`src/rtl/inst_encoder_loader_if.sv`:
```
// Symbolic-instruction input stream and instruction-memory write port of the encoder/loader.
// The slave modport is the loader's view; master is the view of whoever feeds it and owns the memory.
interface inst_encoder_loader_if #(
    parameter int AW   = 8,
    parameter int XLEN = 32
);
    logic            in_valid;
    logic            in_ready;
    logic [4:0]      in_mn;
    logic            in_byte;
    logic [4:0]      in_ra;
    logic [4:0]      in_rb;
    logic [4:0]      in_rd;
    logic [10:0]     in_imm;
    logic            in_last;
    logic            wr_valid;
    logic            wr_ready;
    logic [AW-1:0]   wr_addr;
    logic [XLEN-1:0] wr_data;

    modport slave (
        input  in_valid, in_mn, in_byte, in_ra, in_rb, in_rd, in_imm, in_last, wr_ready,
        output in_ready, wr_valid, wr_addr, wr_data
    );

    modport master (
        output in_valid, in_mn, in_byte, in_ra, in_rb, in_rd, in_imm, in_last, wr_ready,
        input  in_ready, wr_valid, wr_addr, wr_data
    );
endinterface

```
`src/rtl/inst_encoder_loader.sv`:
```
// Encodes symbolic instructions into 32-bit core words and streams them into instruction memory,
// with start/last/done session sequencing, address/word counting and a sticky error flag.
module inst_encoder_loader #(
    parameter int XLEN      = 32,
    parameter int AW        = 8,
    parameter int BASE_ADDR = 0,
    parameter int DEPTH     = 256
) (
    input  logic                   clk,
    input  logic                   rst,
    input  logic                   start_i,
    inst_encoder_loader_if.slave   bus,
    output logic                   busy_o,
    output logic                   done_o,
    output logic                   err_o,
    output logic [AW:0]            count_o
);

    typedef enum logic [1:0] {
        ST_IDLE = 2'd0,
        ST_LOAD = 2'd1,
        ST_DONE = 2'd2
    } state_e;

    localparam logic [AW-1:0] BASE_C   = AW'(BASE_ADDR);
    localparam logic [AW-1:0] ADDR_ONE = AW'(1);
    localparam logic [AW:0]   CNT_ONE  = (AW+1)'(1);
    localparam logic [AW:0]   DEPTH_C  = (AW+1)'(DEPTH);

    state_e          state_q, state_d;
    logic            wr_valid_q, wr_valid_d;
    logic [AW-1:0]   wr_addr_q, wr_addr_d;
    logic [XLEN-1:0] wr_data_q, wr_data_d;
    logic [AW:0]     count_q, count_d;
    logic            err_q, err_d;
    logic            last_seen_q, last_seen_d;
    logic            in_ready_s;
    logic            accept_s;
    logic            fire_s;
    logic            illegal_s;
    logic [AW:0]     pending_s;

    // Branch mnemonics share opcode 13 and carry their condition in the rd field.
    function automatic logic [31:0] encode(
        input logic [4:0]  mn,
        input logic        byt,
        input logic [4:0]  ra,
        input logic [4:0]  rb,
        input logic [4:0]  rd,
        input logic [10:0] imm
    );
        logic [5:0] opc;
        logic [4:0] rdf;
        opc = {1'b0, mn};
        rdf = rd;
        case (mn)
            5'd11, 5'd12: opc = {byt, mn};
            5'd13: begin opc = 6'd13; rdf = 5'd0; end
            5'd14: begin opc = 6'd13; rdf = 5'd1; end
            5'd15: begin opc = 6'd13; rdf = 5'd2; end
            5'd16: begin opc = 6'd13; rdf = 5'd3; end
            5'd17: opc = 6'd14;
            default: opc = {1'b0, mn};
        endcase
        return {opc, ra, rb, rdf, imm};
    endfunction

    // Next-state, write-register and handshake logic.
    always_comb begin
        state_d     = state_q;
        wr_valid_d  = wr_valid_q;
        wr_addr_d   = wr_addr_q;
        wr_data_d   = wr_data_q;
        count_d     = count_q;
        err_d       = err_q;
        last_seen_d = last_seen_q;
        in_ready_s  = 1'b0;
        accept_s    = 1'b0;
        fire_s      = wr_valid_q && bus.wr_ready;
        illegal_s   = (bus.in_mn > 5'd17);
        pending_s   = {{AW{1'b0}}, wr_valid_q};

        case (state_q)
            ST_IDLE: begin
                if (start_i) begin
                    state_d     = ST_LOAD;
                    wr_addr_d   = BASE_C;
                    count_d     = {(AW+1){1'b0}};
                    err_d       = 1'b0;
                    last_seen_d = 1'b0;
                end else begin
                    state_d = ST_IDLE;
                end
            end
            ST_LOAD: begin
                // The pending word counts against the session budget so DEPTH is never exceeded.
                in_ready_s = (!wr_valid_q || bus.wr_ready) && !last_seen_q
                             && ((count_q + pending_s) < DEPTH_C);
                accept_s   = bus.in_valid && in_ready_s;

                if (fire_s) begin
                    wr_addr_d  = wr_addr_q + ADDR_ONE;
                    count_d    = count_q + CNT_ONE;
                    wr_valid_d = 1'b0;
                end else begin
                    wr_valid_d = wr_valid_q;
                end

                if (accept_s) begin
                    last_seen_d = bus.in_last;
                    if (illegal_s) begin
                        err_d = 1'b1;
                    end else begin
                        wr_valid_d = 1'b1;
                        wr_data_d  = encode(bus.in_mn, bus.in_byte, bus.in_ra,
                                            bus.in_rb, bus.in_rd, bus.in_imm);
                    end
                end else begin
                    last_seen_d = last_seen_q;
                end

                if (last_seen_q && (!wr_valid_q || bus.wr_ready)) begin
                    state_d = ST_DONE;
                end else if (!last_seen_q && !wr_valid_q && (count_q == DEPTH_C)
                             && bus.in_valid) begin
                    err_d   = 1'b1;
                    state_d = ST_DONE;
                end else begin
                    state_d = ST_LOAD;
                end
            end
            ST_DONE: begin
                state_d = ST_IDLE;
            end
            default: begin
                state_d = ST_IDLE;
            end
        endcase
    end

    // State and output registers; reset drops any pending write at once.
    always_ff @(posedge clk or posedge rst) begin
        if (rst) begin
            state_q     <= ST_IDLE;
            wr_valid_q  <= 1'b0;
            wr_addr_q   <= BASE_C;
            wr_data_q   <= {XLEN{1'b0}};
            count_q     <= {(AW+1){1'b0}};
            err_q       <= 1'b0;
            last_seen_q <= 1'b0;
        end else begin
            state_q     <= state_d;
            wr_valid_q  <= wr_valid_d;
            wr_addr_q   <= wr_addr_d;
            wr_data_q   <= wr_data_d;
            count_q     <= count_d;
            err_q       <= err_d;
            last_seen_q <= last_seen_d;
        end
    end

    assign bus.in_ready = in_ready_s;
    assign bus.wr_valid = wr_valid_q;
    assign bus.wr_addr  = wr_addr_q;
    assign bus.wr_data  = wr_data_q;
    assign busy_o       = (state_q == ST_LOAD);
    assign done_o       = (state_q == ST_DONE);
    assign err_o        = err_q;
    assign count_o      = count_q;

endmodule

```
`src/flat_wrapper.sv`:
```
// flat-port wrapper written by rule: the top's interface ports become plain ports
module inst_encoder_loader_flat 
#(
    parameter int XLEN      = 32,
    parameter int AW        = 8,
    parameter int BASE_ADDR = 0,
    parameter int DEPTH     = 256
)
  (clk, rst, start_i, busy_o, done_o, err_o, count_o, bus_in_valid, bus_in_mn, bus_in_byte, bus_in_ra, bus_in_rb, bus_in_rd, bus_in_imm, bus_in_last, bus_wr_ready, bus_in_ready, bus_wr_valid, bus_wr_addr, bus_wr_data);
  inst_encoder_loader_if #(.AW(AW), .XLEN(XLEN)) bus_i ();
  input  logic clk;
  input  logic rst;
  input  logic start_i;
  output logic busy_o;
  output logic done_o;
  output logic err_o;
  output logic [AW:0] count_o;
  input wire logic [$bits(bus_i.in_valid)-1:0] bus_in_valid;
  input wire logic [$bits(bus_i.in_mn)-1:0] bus_in_mn;
  input wire logic [$bits(bus_i.in_byte)-1:0] bus_in_byte;
  input wire logic [$bits(bus_i.in_ra)-1:0] bus_in_ra;
  input wire logic [$bits(bus_i.in_rb)-1:0] bus_in_rb;
  input wire logic [$bits(bus_i.in_rd)-1:0] bus_in_rd;
  input wire logic [$bits(bus_i.in_imm)-1:0] bus_in_imm;
  input wire logic [$bits(bus_i.in_last)-1:0] bus_in_last;
  input wire logic [$bits(bus_i.wr_ready)-1:0] bus_wr_ready;
  output wire logic [$bits(bus_i.in_ready)-1:0] bus_in_ready;
  output wire logic [$bits(bus_i.wr_valid)-1:0] bus_wr_valid;
  output wire logic [$bits(bus_i.wr_addr)-1:0] bus_wr_addr;
  output wire logic [$bits(bus_i.wr_data)-1:0] bus_wr_data;
  assign bus_i.in_valid = bus_in_valid;
  assign bus_i.in_mn = bus_in_mn;
  assign bus_i.in_byte = bus_in_byte;
  assign bus_i.in_ra = bus_in_ra;
  assign bus_i.in_rb = bus_in_rb;
  assign bus_i.in_rd = bus_in_rd;
  assign bus_i.in_imm = bus_in_imm;
  assign bus_i.in_last = bus_in_last;
  assign bus_i.wr_ready = bus_wr_ready;
  assign bus_in_ready = bus_i.in_ready;
  assign bus_wr_valid = bus_i.wr_valid;
  assign bus_wr_addr = bus_i.wr_addr;
  assign bus_wr_data = bus_i.wr_data;
  inst_encoder_loader #(.XLEN(XLEN), .AW(AW), .BASE_ADDR(BASE_ADDR), .DEPTH(DEPTH)) u_core (.clk(clk), .rst(rst), .start_i(start_i), .bus(bus_i), .busy_o(busy_o), .done_o(done_o), .err_o(err_o), .count_o(count_o));
endmodule
```
`config.mk`:
```
export PLATFORM = sky130hd
export DESIGN_NAME = inst_encoder_loader_flat
export DESIGN_NICKNAME = d
export VERILOG_FILES = /design/src/rtl/inst_encoder_loader_if.sv /design/src/rtl/inst_encoder_loader.sv /design/src/flat_wrapper.sv
export SDC_FILE = /design/constraint.sdc
export NUM_CORES = 1
export LEC_CHECK = 0
export CAP_MARGIN = 10
export CORE_ASPECT_RATIO = 1.1
export CORE_UTILIZATION = 47
export CTS_BUF_LIST = sky130_fd_sc_hd__clkbuf_8
export DETAILED_ROUTE_END_ITERATION = 10
export HOLD_SLACK_MARGIN = 0.03
export PLACE_DENSITY_LB_ADDON = 0.25
export REMOVE_ABC_BUFFERS = 1
export SYNTH_ARGS = -nofsm -noshare
export SYNTH_HDL_FRONTEND = slang
export SYNTH_SLANG_ARGS = --single-unit
```
`constraint.sdc`:
```
create_clock -name clk -period 2.25 [get_ports clk]
set_clock_uncertainty 0.05 [all_clocks]
set_input_delay 0.45 -clock clk [delete_from_list [all_inputs] [get_ports clk]]
set_output_delay 0.45 -clock clk [all_outputs]
set_load 0.05 [all_outputs]
```
# Yosys cells after proc, flatten, opt, wreduce, memory -nomap -nowiden

Index checks and enable logic that the tools add are counted.

Add/subtract/negate cells: 3
Multipliers: 0
Div/mod/pow operators: 0
$lt $le $gt $ge: 2
Equality and inequality tests: 13
Shift operators: 0
Mux-type cells: 24
Bitwise gates (word level): 1
Reduce and logical (&&, ||, !) cells: 19

Operator list:

| cell                                                                    | number |
|---|---|
| 5-bit by 4-bit equality test with 1-bit output, second input constant   | 5 |
| 5-bit one-hot mux with 4 select lines                                   | 1 |
| 9-bit 2-to-1 mux                                                        | 2 |
| 6-bit one-hot mux with 3 select lines                                   | 1 |
| 9-bit one-hot mux with 2 select lines                                   | 1 |
| 8-bit 2-to-1 mux                                                        | 2 |
| 8-bit one-hot mux with 2 select lines                                   | 1 |
| 1-bit 2-to-1 mux                                                        | 11 |
| 5-bit equality test, second input constant                              | 2 |
| 9-bit by 1-bit adder with 9-bit output                                  | 1 |
| 9-bit by 1-bit adder with 9-bit output, second input constant           | 1 |
| 9-bit equality test, second input constant                              | 1 |
| 9-bit < comparator, second input constant                               | 1 |
| 3-bit AND reduction                                                     | 3 |
| 8-bit by 1-bit adder with 8-bit output, second input constant           | 1 |
| 1-bit logical AND                                                       | 8 |
| 5-bit greater-than comparator, second input constant                    | 1 |
| 2-bit 2-to-1 mux                                                        | 2 |
| 2-bit by 1-bit inequality test with 1-bit output, second input constant | 2 |
| 1-bit one-hot mux with 2 select lines                                   | 2 |
| 2-bit one-hot mux with 2 select lines                                   | 1 |
| 4-bit OR reduction                                                      | 1 |
| 2-bit by 1-bit equality test with 1-bit output, second input constant   | 1 |
| 2-bit equality test, second input constant                              | 1 |
| 8 further kinds                                                         | 9 |

Bits in registers: 54
Bits in latches: 0
RAM bits: 0
Memory bits (read-only): 0
Input bits: 38
Output and inout port bits: 54
Word-level logic and storage cells: 69
Memories kept: 0

# Depth between registers and ports, before layout

Depth in word-level cells: 9
Mapped depth: 6
Gate-level depth less buffers: 6

# Least setup slack after synthesis

OpenSTA, ideal clock, no wires.

Path type: register to output
Start: register u_core.count_q[4] (netlist: u_core.count_o[4])
End: output port bus_in_ready
Arrival: 2.493 ns
Path slack: -0.743 ns
Cell stages (with the launch flop): 5
Path buffers: 0
Cell sequence: dfrtp_1 -> nand4_1 -> nor3_2 -> xor2_1 -> nor3_1

Word-level cells in the longest chain between the ends: 4

RTL lines:

| element                                | RTL line                   | source |
|---|---|---|
| start: declaration                     | inst_encoder_loader.sv:34  | `logic [AW:0] count_q, count_d;` |
| start signal: assignment               | inst_encoder_loader.sv:148 | `count_q <= {(AW+1){1'b0}};` |
| start signal: assignment               | inst_encoder_loader.sv:156 | `count_q <= count_d;` |
| 9-bit by 1-bit adder with 9-bit output | inst_encoder_loader.sv:98  | `&& ((count_q + pending_s) < DEPTH_C);` |
| 9-bit < comparator                     | inst_encoder_loader.sv:98  |  |
| 1-bit logical AND                      | inst_encoder_loader.sv:98  |  |
| 1-bit 2-to-1 mux                       | inst_encoder_loader.sv:83  | `case (state_q)` |
| end: declaration                       | flat_wrapper.sv:27         | `output wire logic [$bits(bus_i.in_ready)-1:0] bus_in_ready;` |

Every way passes these cells.

# Final worst setup path

Start: register u_core.count_q[6] (netlist: u_core.count_o[6])
End: register u_core.count_q[8] (netlist: u_core.count_o[8])

Word-level cells in the longest chain between the ends: 3

RTL lines:

| element                                | RTL line                   | source |
|---|---|---|
| 9-bit by 1-bit adder with 9-bit output | inst_encoder_loader.sv:103 | `count_d = count_q + CNT_ONE;` |
| 9-bit 2-to-1 mux                       | inst_encoder_loader.sv:101 | `if (fire_s) begin` |
| 9-bit one-hot mux with 2 select lines  | inst_encoder_loader.sv:83  |  |

Every way passes these cells. The select of a mux whose other input is x is not followed.
A chain may end at the register's enable or synchronous reset.

==> qor.yml <==
die:
  die_w_um: 74.64
  initial_core_util_pct: 49.59
  coreArea_um2: 5500
  die_h_um: 81.90
  die_area_um2: 6113
  rows: 28
  ios: 92
clocking:
  clk_path_buf_depth: 2
  cts_root_buf: "clkbuf_8"
  insertion_delay_ns: 0.31
  cts_tree: "done"
  cts_inserted_buffers: 5
  htree_num_levels: 2
  clock_sinks: 54
  clkTransAtPathRegs_ns: 0.10
synthesis:
  mappedNetlistArea_um2: 2728
  yosys_most_used_dff: "dfrtp_1"
  ys_ff_latch: 54
  ys_seq_area_share_pct: 49.54
  netlist_top_cells_area: "dfrtp_1 50%, mux2_4 11%, mux2_1 3.3%, nand2_1 3.3%, xnor2_1 2.2%"
  ys_async_sr_fraction_pct: 100.0
  post-synth-top-count-cell: "dfrtp_1"
  synthTopCellsByCount: "54 x dfrtp_1, 24 x nand2_1, 20 x mux2_4"
  synth_top_area_cell: "dfrtp_1"
  ys_warn_count: 0
  synth_edf_count: 0
  synth_top_area_share_pct: 49.54
  netlist-cell-type-count: 42
  synthesis.instances: 243
  syn_avg_cell_area_um2: 11.22
worst_setup_path:
  crit_arrival_ns: 2.40
  cp_top_family: "buffers and inverters"
  crit_chain: "nand4_1 > buf_4 > buf_4 > buf_4 > buf_4 > buf_4 > buf_4 > buf_4 > or4_4 > a21oi_2"
  crit_fanout: 2
  cp_slowest_cell: "or4_4"
  critPathMostFrequentCell: "buf_4"
  critical_path_class: "flop to flop"
  crit_buf_inv: 7
  max_stage_delay_ns: 0.51
  end_kind: "flop"
  start_kind: "flop"
  worstPathRequired_ns: 2.44
  r2r_setup_slack_ns: 0.04
drt:
  wl_mm: 6.954
  drtAntennaViolNets: 0
  dr_total_vias: 2382
  drc_errors: 0
  firstDrtPassIters: 4
  drt-vias-per-instance: 5.377
  drt_iter0_drc: 121
  wl_per_cell_um: 15.70
pwr:
  comb_power_share_pct: 59.8
  clkPwrFrac_pct: 11.7
  power.total_uw: 5564
  p_sw_uw: 2567
  internal_power_uw: 2997
  irDropWorstVdd_mv: 0.7996
  leakagePower_uw: 0.001823
  swShare_pct: 46.14
  power_density_nw_per_um2: 1348
  seq_power_share_pct: 28.5
global_route:
  grt_pass1_vias: 2369
  grt_usage_pct: 23.40
  grt_pass1_wl_mm: 10.89
  antenna_found_initial: 0
  grt_overflow: 0
  grt_max_degree: 55
sta:
  setup_violations: 0
  tightest_slew_ns: 0.5906
  final.min_clock_period_ns: 2.210
  fmax_ghz: 0.4525
  fin_ws_ns: 0.04003
  slew_viol_final: 0
  slew-limit-headroom_pct: 60.26
  finalSetupTns_ns: 0
  timing.final.crit_share_pct: 98.22
  grt_setup_unrepaired: "no"
  finalHoldViolCount: 0
cells_and_area:
  fin_area_um2: 4128
  final_util_pct: 75.05
  drive_gt1_share_pct: 22.01
  area_delta_synth_final_pct: 51.33
  n_antenna_cell: 0
  fin_nets: 408
place:
  port_buffers: 91
  post_dp_cell_area_um2: 3880
  place_congestion: 0.8593
  hpwl_mm: 4.865
  dp_slack_ns: -0.2188
status:
  status: "complete, no violations"
job:
  cap_violations: 0
worst_hold_path:
  worst_hold_path_type: "flop to flop"
-- layer usage --
layer / track usage [%] / up-vias / routed length, um
met5: 0 / - / 0
met4: 6.792 / 0 / 70
met3: 4.785 / 8 / 391
met2: 40.90 / 73 / 3578
met1: 28.99 / 1183 / 2913
li1: - / 1118 / -
-- cells in the final DEF, fill, tap and decap left out, types with 2 or more instances in the layout --
cell	instances
o21ai_0	9
o22ai_1	2
mux2_4	20
xnor2_1	7
mux2i_1	4
and3b_1	2
nor3b_1	2
a21oi_1	11
nor4_1	2
o21bai_1	2
buf_12	4
buf_4	37
nor3_2	2
nand4_1	5
a21o_1	2
nor3_1	3
nand3_1	8
nand2_1	24
nand2b_1	6
ha_1	3
clkbuf_8	5
inv_1	10
dfrtp_2	2
mux2_1	8
a211oi_1	6
o31ai_1	6
nor4_2	2
or4_1	5
clkdlybuf4s50_1	88
o31a_1	2
dfrtp_1	52
nor2_1	9
-- state kept, by name, indices dropped and copies added (netlist names) --
register / count
u_core.err_o: 1
u_core.last_seen_q: 1
u_core.state_q: 2
u_core.bus.wr_data: 32
u_core.bus.wr_valid: 1
u_core.count_o: 9
u_core.bus.wr_addr: 8
-- worst paths after layout --
| path | startpoint | end | cells after the start |
|---|---|---|---|
| worst max-delay path | u_core.count_o[6] | u_core.count_o[8] | 10 |
| max in group asynchronous | rst | u_core.bus.wr_valid | 3 |
| worst min register to register | u_core.bus.wr_data[23] | u_core.bus.wr_data[23] | 1 |
| min in group asynchronous | rst | u_core.bus.wr_data[7] | 3 |
| worst max register to register | u_core.count_o[6] | u_core.count_o[8] | 10 |
| worst min-delay path | u_core.bus.wr_data[23] | u_core.bus.wr_data[23] | 1 |
-- repair_timing --
item	4_1_cts	5_1_grt
setup buffers	15	1
endpoints found under the setup margin	1	2
pin swaps	1	3
gates resized for setup	3	3
hold buffers	0	0
-- cells by family (layout without fill, tap and decap cells) --
family | count (synthesis) | count (layout) | share of synthesized area [%]
XOR/XNOR | 8 | 8 | 2.569
AND/OR/NAND/NOR | 78 | 78 | 15.87
AO/OA/AOI/OAI | 45 | 45 | 10.46
buffers and inverters | 22 | 147 | 3.899
flip-flops | 54 | 54 | 49.54
adder cells (fa/ha/maj) | 3 | 3 | 1.376
multiplexers | 33 | 33 | 16.28
-- final cells by class --
cell class                 instances  area, um^2
clock buffer                       5       68.82
fill                             385        1373
inverter                          10       37.54
clock inverter                     3       41.29
tap                               75       93.84
timing repair buffer             129        1239
multi-input combinational        167        1294
sequential                        54        1354
-- power by group through the flow --
stage,sequential (uW),clock (uW),combinational (uW)
after CTS,1580,670,3330
after global placement,1580,0,3200
after detailed placement,1610,0,3280
after global routing,1630,695,3480
final,1580,653,3330
after floorplan,2740,0,918
-- stage by stage --
| stage | hold slack [ns] | cells |
|---|---|---|
| after global placement | 0.4206 | 419 |
| after global routing | 0.4811 | 443 |
| after CTS | 0.4525 | 442 |
| final | 0.4513 | 443 |
| after detailed placement | 0.4307 | 419 |
| after floorplan | 0.4995 | 231 |
(Power assumes the default switching activity.)
